## src/rtl/dmem_lane_sequencer.sv

```systemverilog
// Load/store sequencer for the 4-bank byte-lane data memory: single-read loads with
// extension, and stores swept across offsets -3..N-1 so every bank receives every byte.
module dmem_lane_sequencer #(
    parameter int READ_LATENCY = 1,
    parameter int ADDR_BITS    = 16
) (
    input  logic        Clk,
    input  logic        Reset,
    input  logic        req_valid,
    output logic        req_ready,
    input  logic        req_we,
    input  logic [1:0]  req_size,
    input  logic        req_unsigned,
    input  logic [31:0] req_addr,
    input  logic [31:0] req_wdata,
    output logic        resp_valid,
    output logic        resp_err,
    output logic [31:0] resp_rdata,
    output logic [31:0] mem_raddress,
    output logic [31:0] mem_waddress,
    output logic [31:0] mem_datain,
    output logic [3:0]  mem_wr,
    input  logic [31:0] mem_dataout
);

    generate
        if (READ_LATENCY < 1 || READ_LATENCY > 3) begin : g_bad_latency
            $error("dmem_lane_sequencer: READ_LATENCY must be 1..3");
        end
        if (ADDR_BITS < 2 || ADDR_BITS > 32) begin : g_bad_addr_bits
            $error("dmem_lane_sequencer: ADDR_BITS must be 2..32");
        end
    endgenerate

    typedef enum logic [1:0] {
        IDLE        = 2'd0,
        READ_WAIT   = 2'd1,
        WRITE_SWEEP = 2'd2,
        RESP        = 2'd3
    } state_t;

    state_t             state;
    logic [1:0]         size_q;
    logic [2:0]         n_q;
    logic               uns_q;
    logic [31:0]        addr_q;
    logic [31:0]        wdata_q;
    logic signed [3:0]  offset;
    logic [1:0]         wait_cnt;

    logic [2:0]         req_n;
    logic signed [3:0]  next_offset;
    logic signed [3:0]  last_offset;
    logic [35:0]        first_lanes;
    logic [35:0]        next_lanes;

    function automatic logic [2:0] byte_count(input logic [1:0] size);
        logic [2:0] n;
        case (size)
            2'd0:    n = 3'd1;
            2'd1:    n = 3'd2;
            default: n = 3'd4;
        endcase
        return n;
    endfunction

    // Returns {mem_wr, mem_datain}: bank k writes byte d+k of wdata when that byte exists.
    function automatic logic [35:0] sweep_lanes(input logic signed [3:0] d,
                                                input logic [2:0] n,
                                                input logic [31:0] wdata);
        logic [3:0]        m;
        logic [31:0]       dat;
        logic signed [4:0] j;
        m   = 4'b0000;
        dat = 32'h0000_0000;
        for (int k = 0; k < 4; k++) begin
            j = $signed({d[3], d}) + $signed(5'(k));
            if (j >= 5'sd0 && j < $signed({2'b00, n})) begin
                m[k]            = 1'b1;
                dat[8*k +: 8]   = wdata[{j[1:0], 3'b000} +: 8];
            end else begin
                m[k]            = 1'b0;
                dat[8*k +: 8]   = 8'h00;
            end
        end
        return {m, dat};
    endfunction

    function automatic logic [31:0] load_extend(input logic [31:0] raw,
                                                input logic [1:0] size,
                                                input logic uns);
        logic [31:0] r;
        case (size)
            2'd0:    r = {{24{~uns & raw[7]}}, raw[7:0]};
            2'd1:    r = {{16{~uns & raw[15]}}, raw[15:0]};
            default: r = raw;
        endcase
        return r;
    endfunction

    // Lane patterns for the first sweep cycle and for the offset that follows the current one.
    always_comb begin
        req_n       = byte_count(req_size);
        next_offset = offset + 4'sd1;
        last_offset = $signed({1'b0, n_q - 3'd1});
        first_lanes = sweep_lanes(-4'sd3, req_n, req_wdata);
        next_lanes  = sweep_lanes(next_offset, n_q, wdata_q);
    end

    // Control FSM with all outputs registered; write strobes and response default to idle each cycle.
    always_ff @(posedge Clk) begin
        if (Reset) begin
            state        <= IDLE;
            req_ready    <= 1'b1;
            resp_valid   <= 1'b0;
            resp_err     <= 1'b0;
            resp_rdata   <= 32'h0000_0000;
            mem_raddress <= 32'h0000_0000;
            mem_waddress <= 32'h0000_0000;
            mem_datain   <= 32'h0000_0000;
            mem_wr       <= 4'b0000;
            size_q       <= 2'd0;
            n_q          <= 3'd1;
            uns_q        <= 1'b0;
            addr_q       <= 32'h0000_0000;
            wdata_q      <= 32'h0000_0000;
            offset       <= 4'sd0;
            wait_cnt     <= 2'd0;
        end else begin
            resp_valid <= 1'b0;
            resp_err   <= 1'b0;
            resp_rdata <= 32'h0000_0000;
            mem_wr     <= 4'b0000;
            mem_datain <= 32'h0000_0000;
            case (state)
                IDLE: begin
                    if (req_valid) begin
                        req_ready <= 1'b0;
                        size_q    <= req_size;
                        n_q       <= req_n;
                        uns_q     <= req_unsigned;
                        addr_q    <= req_addr;
                        wdata_q   <= req_wdata;
                        if (req_size == 2'd3) begin
                            state      <= RESP;
                            resp_valid <= 1'b1;
                            resp_err   <= 1'b1;
                        end else if (!req_we) begin
                            state        <= READ_WAIT;
                            mem_raddress <= req_addr;
                            wait_cnt     <= 2'd0;
                        end else begin
                            state        <= WRITE_SWEEP;
                            offset       <= -4'sd3;
                            mem_waddress <= req_addr - 32'd3;
                            mem_wr       <= first_lanes[35:32];
                            mem_datain   <= first_lanes[31:0];
                        end
                    end else begin
                        req_ready <= 1'b1;
                    end
                end
                READ_WAIT: begin
                    if (wait_cnt == 2'(READ_LATENCY - 1)) begin
                        state      <= RESP;
                        resp_valid <= 1'b1;
                        resp_rdata <= load_extend(mem_dataout, size_q, uns_q);
                    end else begin
                        wait_cnt <= wait_cnt + 2'd1;
                    end
                end
                WRITE_SWEEP: begin
                    if (offset == last_offset) begin
                        state      <= RESP;
                        resp_valid <= 1'b1;
                    end else begin
                        offset       <= next_offset;
                        mem_waddress <= addr_q + {{28{next_offset[3]}}, next_offset};
                        mem_wr       <= next_lanes[35:32];
                        mem_datain   <= next_lanes[31:0];
                    end
                end
                RESP: begin
                    state     <= IDLE;
                    req_ready <= 1'b1;
                end
                default: begin
                    state     <= IDLE;
                    req_ready <= 1'b1;
                end
            endcase
        end
    end

endmodule

```

## config.mk

```make
export PLATFORM = sky130hd
export DESIGN_NAME = dmem_lane_sequencer
export DESIGN_NICKNAME = d
export VERILOG_FILES = /design/src/rtl/dmem_lane_sequencer.sv
export SDC_FILE = /design/constraint.sdc
export NUM_CORES = 1
export LEC_CHECK = 0
export BUFFER_PORTS_ARGS = -buffer_cell sky130_fd_sc_hd__buf_2
export CELL_PAD_IN_SITES_DETAIL_PLACEMENT = 1
export CELL_PAD_IN_SITES_GLOBAL_PLACEMENT = 2
export CORE_AREA = 2 2 264 136
export DETAILED_ROUTE_END_ITERATION = 10
export DIE_AREA = 0 0 266 138
export PLACE_DENSITY = 0.79
export SYNTH_ARGS = -nofsm -noshare
export SYNTH_HDL_FRONTEND = slang
export SYNTH_SLANG_ARGS = --single-unit
```

## constraint.sdc

```tcl
create_clock -name Clk -period 5.1 [get_ports Clk]
set_clock_uncertainty 0.2 [all_clocks]
set_input_delay 0.51 -clock Clk [delete_from_list [all_inputs] [get_ports Clk]]
set_output_delay 0.51 -clock Clk [all_outputs]
set_load 0.01 [all_outputs]
```

# Word-level counts from Yosys, hierarchy flattened
# Index checks and enable logic that the tools add are counted.
# word_totals
register_bits	213
output_inout_bits	135
elab_cells	128
# op_classes
addsub	8
n_lt_le_gt_ge	9
eq_ne	15
shift	4
mux	50
bitwise_logic	8
reduce_logical	18
# ops
cell	n
$mux W32	8
$pmux W32 S2	3
$shiftx A32 B6 Y8	4
$mux W8	5
$add A32 B32 Y32	1
$mux W4	8
$sub A32 B2 Y32 const B	1
$mux W2	9
$ne A2 B2 Y1 const B	8
$pmux W4 S2	2
$ge A5 B1 Y1 const B	3
$lt A5 B4 Y1	3
$add A4 B3 Y5 const B	2
$mux W1	10
$reduce_and A5 Y1	2
$logic_not A2 Y1	4
$pmux W2 S4	1
$eq A2 B1 Y1 const B	3
$eq A2 B2 Y1 const B	3
$not A1 Y1	6
$pmux W3 S2	1
$reduce_bool A2 Y1	3
$add A4 B2 Y5 const B	1
$add A4 B2 Y4 const B	1
16 further kinds	20

# Logic depth before layout (Yosys ltp)
# logic_depth
ltp_word	8
ltp_mapped	14
ltp_nobuf	12

# Worst setup path before layout
# Ideal clock, no wire load.
# synth_path
path_kind	register -> register
start	reg offset[0]
end	reg mem_waddress[29]
setup_time_ps	132
arrival_time_ps	4033
setup_slack_ps	735
stages_incl_launch_ff	15
path_buffers	2
synth_period_minus_slack_ps	4365
path_cell_list	dfxtp_1 clkbuf_1 inv_1 ha_1 clkbuf_1 inv_1 ha_1 a211o_1 a31oi_1 nor3_1 o41ai_1 a21oi_1 and4b_1 a2111oi_0 nor3_1
# synth_via
elab_chain_len	4
# synth_lines
item	line_no	source
start, declared	48	logic signed [3:0] offset;
start signal, assigned	154	offset <= -4'sd3;
start signal, assigned	177	offset <= next_offset;
$add A4 B2 Y4	104	next_offset = offset + 4'sd1;
$add A32 B32 Y32	178	mem_waddress <= addr_q + {{28{next_offset[3]}}, next_offset};
$mux W32	173	if (offset == last_offset) begin
$pmux W32 S2	135	case (state)
end signal, assigned	155	mem_waddress <= req_addr - 32'd3;
end signal, assigned	178	
end, declared	20	output logic [31:0] mem_waddress,
# Several ways; a longest one is shown, not always the timed one. The select of a mux whose other input is x is not followed.
# A chain may end at the register's enable or synchronous reset.

# Worst setup path after layout
# layout_path
start	reg offset[1]
end	reg mem_waddress[28]
# The elaborated chain is that of the path after synthesis.

==> metrics.md <==
| Metric | Value |
|---|---|
| Global-route wire length before repair | 64300 µm |
| Area after DPL | 12500 µm² |
| Wirelength per Cell | 20.9 µm |
| Finish-stage setup viols | 0 |
| Asr flop ratio synth | 0 |
| Fmax | 227 MHz |
| NumNets Final | 1673 |
| Layout cell share with drive strength beyond 1 | 0.225 |
| Critical Path RT | 5.36 ns |
| Initial antenna violation count | 3 |
| Total number of yosys warnings | 0 |
| Fill count | 4175 |
| Seq/Total Area, Yosys | 0.392 |
| Gate Count Post-Synth | 1305 |
| Final Hold Fails | 0 |
| Post-DP HPWL | 30500 µm |
| Largest net degree at the start of global routing | 80 |
| CP Launch Type | flip-flop |
| Synth cell types | 66 |
| Design area | 13400 µm² |
| Critical Path AT | 4.68 ns |
| Most frequent cells in the layout | nand2_1 (270), buf_2 (236), dfxtp_1 (212) |
| Post-synth top area cell | dfxtp_1 |
| CTS sink cnt | 213 |
| Post-synth top flop | dfxtp_1 |
| RSZ-0062 raised after global routing | no |
| Row count | 49 |
| Sequential cell area | 4270 µm² |
| Largest cells by area after synthesis | dfxtp_1 (39%), nand2_1 (9.3%), a21oi_1 (8.7%), mux4_2 (6.6%), ha_1 (6.0%) |
| WHS Endpoint | wdata_q[28] |
| Inserted Clock Buffers | 23 |
| Reg2Reg Depth | 13 |
| Vias | 10500 |
| Register clock-pin slew on the reported worst setup and hold paths | 0.07 ns |
| Synthesized flop and latch total | 213 |
| Ports | 238 |
| Synthesized area | 10900 µm² |
| Skew-Pair Late Insertion Delay | 0.54 ns |
| GPL Wtd Cong | 0.881 |
| Hold Path Class | in -> reg |
| Setup TNS Final | 0 ns |
| Multi-input logic area | 6230 µm² |
| Root Buffer | clkbuf_16 |
| Gr ovfl total | 0 |
| Worst-margin pin slew | 1.15 ns |
| Routed Antenna Nets | 0 |
| Die area | 36700 µm² |
| EDFF count, synth | 0 |
| Worst slew margin | 0.228 |
| Post-synth net total | 1461 |
| Vias in the first global route | 10500 |
| Post-CTS resize count | 0 |
| Fin. max-slew vios | 0 |
| Vias per Instance | 5.28 |
| Maxcap violations | 0 |
| Starting DRT DRC Count | 736 |
| Critical path class | reg -> reg |
| Status | complete, no violations |
| Clock buffer depth | 3 |
| DR pass1 iterations | 4 |
| Starting Density | 0.313 |
| CORE AREA | 34800 µm² |
| Most common cell after layout, fill and taps aside | nand2_1 |
| Worst setup EP type | flip-flop |
| Pwr per Cell Area | 468 nW/µm² |
| Worst vdd ir | 0.000284 V |
| Die Wd | 266 µm |
| Synthesized area per cell | 8.34 µm² |
| Hold depth | 3 |
| Synth-to-layout area growth | 23.2% |
| H-tree levels | 1 |
| Detailed Route WL | 41700 µm |
| Leak | 0.00562 µW |
| Final core occ | 0.385 |
| CTS tree | built |
| Crit share post-route | 0.866 |
| Drc violations | 0 |
| Crit Path Max Fanout | 23 |
| Minimum clock period | 4.41 ns |
| HP Start | req_wdata[28] |
| RR Endpoint | mem_waddress[28] |
| Reg2Reg Setup Slack | 0.69 ns |
| Yosys top cell area share | 0.392 |
| Die height | 138 µm |
| Port Buffers | 237 |
| Reg2reg start | offset[1] |
| Gr usage total | 0.223 |
-- where the power goes --
| group | internal, µW | leakage, µW | switching [µW] | total, µW |
|---|---|---|---|---|
| Clock | 1010 | 0.000375 | 761 | 1770 |
| Combinational | 857 | 0.00351 | 1550 | 2410 |
| Sequential | 1910 | 0.00173 | 184 | 2090 |
-- metal layers --
layer  GRT usage  up-vias  wire (µm)
li1            -     4995          -
met1       0.341     5192      21400
met2       0.323      288      17200
met3      0.0493       40       2550
met4      0.0361        4        575
met5           0        -         34
-- final cells by class --
class	count	area share
Sequential cell	213	0.318
Antenna cell	1	0.000187
Tap cell	459	0.0428
Timing Repair Buffer	269	0.110
Clock inverter	8	0.00774
Clock buffer	33	0.0495
Multi-Input combinational cell	984	0.465
Inverter	26	0.00728
-- worst max-delay path, cell delays in order (launching register included) --
cell	delay, ns
dfxtp_1	0.43
nand3_1	0.12
xor2_1	0.46
inv_1	0.37
buf_4	0.35
ha_1	0.42
a21oi_1	0.30
o21ai_0	0.18
o41ai_1	0.40
nor2_1	0.08
a211oi_1	0.44
mux2i_1	0.29
o2111ai_1	0.13
a21oi_1	0.15
-- cell usage after synthesis, types with 3 or more instances --
library cell / instances
clkbuf_1: 72
o31ai_1: 4
a21o_1: 15
a21oi_1: 190
a31o_2: 4
a211oi_1: 19
nor2_1: 78
nand4b_1: 3
a221oi_1: 3
and3_1: 3
o21bai_1: 6
o21a_1: 9
a31oi_1: 4
dfxtp_1: 213
and2_1: 16
o21ai_1: 3
o21ai_0: 44
nand2b_1: 4
ha_1: 52
nor3b_1: 3
o211ai_1: 4
nor4_1: 10
nand3_1: 13
xnor2_1: 27
mux4_2: 32
or3_1: 10
nor2b_1: 30
nor3_1: 26
mux2i_1: 6
nand2_1: 271
a22oi_1: 5
inv_1: 24
or4_4: 3
buf_1: 10
a32oi_1: 8
or2_2: 3
nand4_1: 8
o41ai_1: 3
xor2_1: 29
a311oi_1: 4
-- cells by family (layout without fill, tap and decap cells) --
| group | count (synthesis) | after routing | share of synthesized area |
|---|---|---|---|
| and+or+nand+nor | 492 | 492 | 0.204 |
| other | 0 | 1 | 0 |
| buffers and inverters | 108 | 336 | 0.0372 |
| DFF | 213 | 213 | 0.392 |
| muxes | 40 | 40 | 0.0738 |
| xor gates and xnor gates | 57 | 57 | 0.0465 |
| adders and majority gates | 54 | 54 | 0.0625 |
| AOI/OAI and AO/OA | 341 | 341 | 0.185 |
-- through the flow --
stage / hold slack (ns) / worst slack, ns / instances / total power (µW)
floorplan: 0.240 / 0.735 / 1305 / 3660
global placement: 0.237 / 0.995 / 1935 / 4440
detailed placement: 0.243 / 0.821 / 1935 / 4510
CTS: 0.00149 / 0.763 / 1992 / 6310
global route: 0.00622 / 0.318 / 1992 / 6660
finish: 0.0122 / 0.685 / 1993 / 6270
-- how the worst max path moves through the flow --
stage / to / from / slack [ns] / depth (start not counted)
after floorplan: mem_waddress[29] / offset[0] / 0.73 / 14
after global placement: mem_waddress[29] / offset[1] / 1.0 / 13
after detailed placement: mem_waddress[28] / offset[1] / 0.82 / 13
after CTS: mem_waddress[28] / offset[1] / 0.76 / 13
after global routing: mem_waddress[28] / offset[1] / 0.32 / 13
final: mem_waddress[28] / offset[1] / 0.69 / 13
-- flip-flops by register name (all words and copies together), names as in the netlist --
name	count
req_ready	1
uns_q	1
addr_q	32
mem_raddress	32
mem_wr	4
size_q	2
offset	4
mem_datain	32
state	2
resp_valid	1
mem_waddress	32
n_q	3
wait_cnt	2
resp_rdata	32
resp_err	1
wdata_q	32
-- repair_timing --
action	CTS	global route
endpoints found under the setup margin	0	0
hold buffers	16	0
hold endpoints to repair	16	0
setup buffers	0	0
No activity file was read; power rests on OpenSTA's default activity.
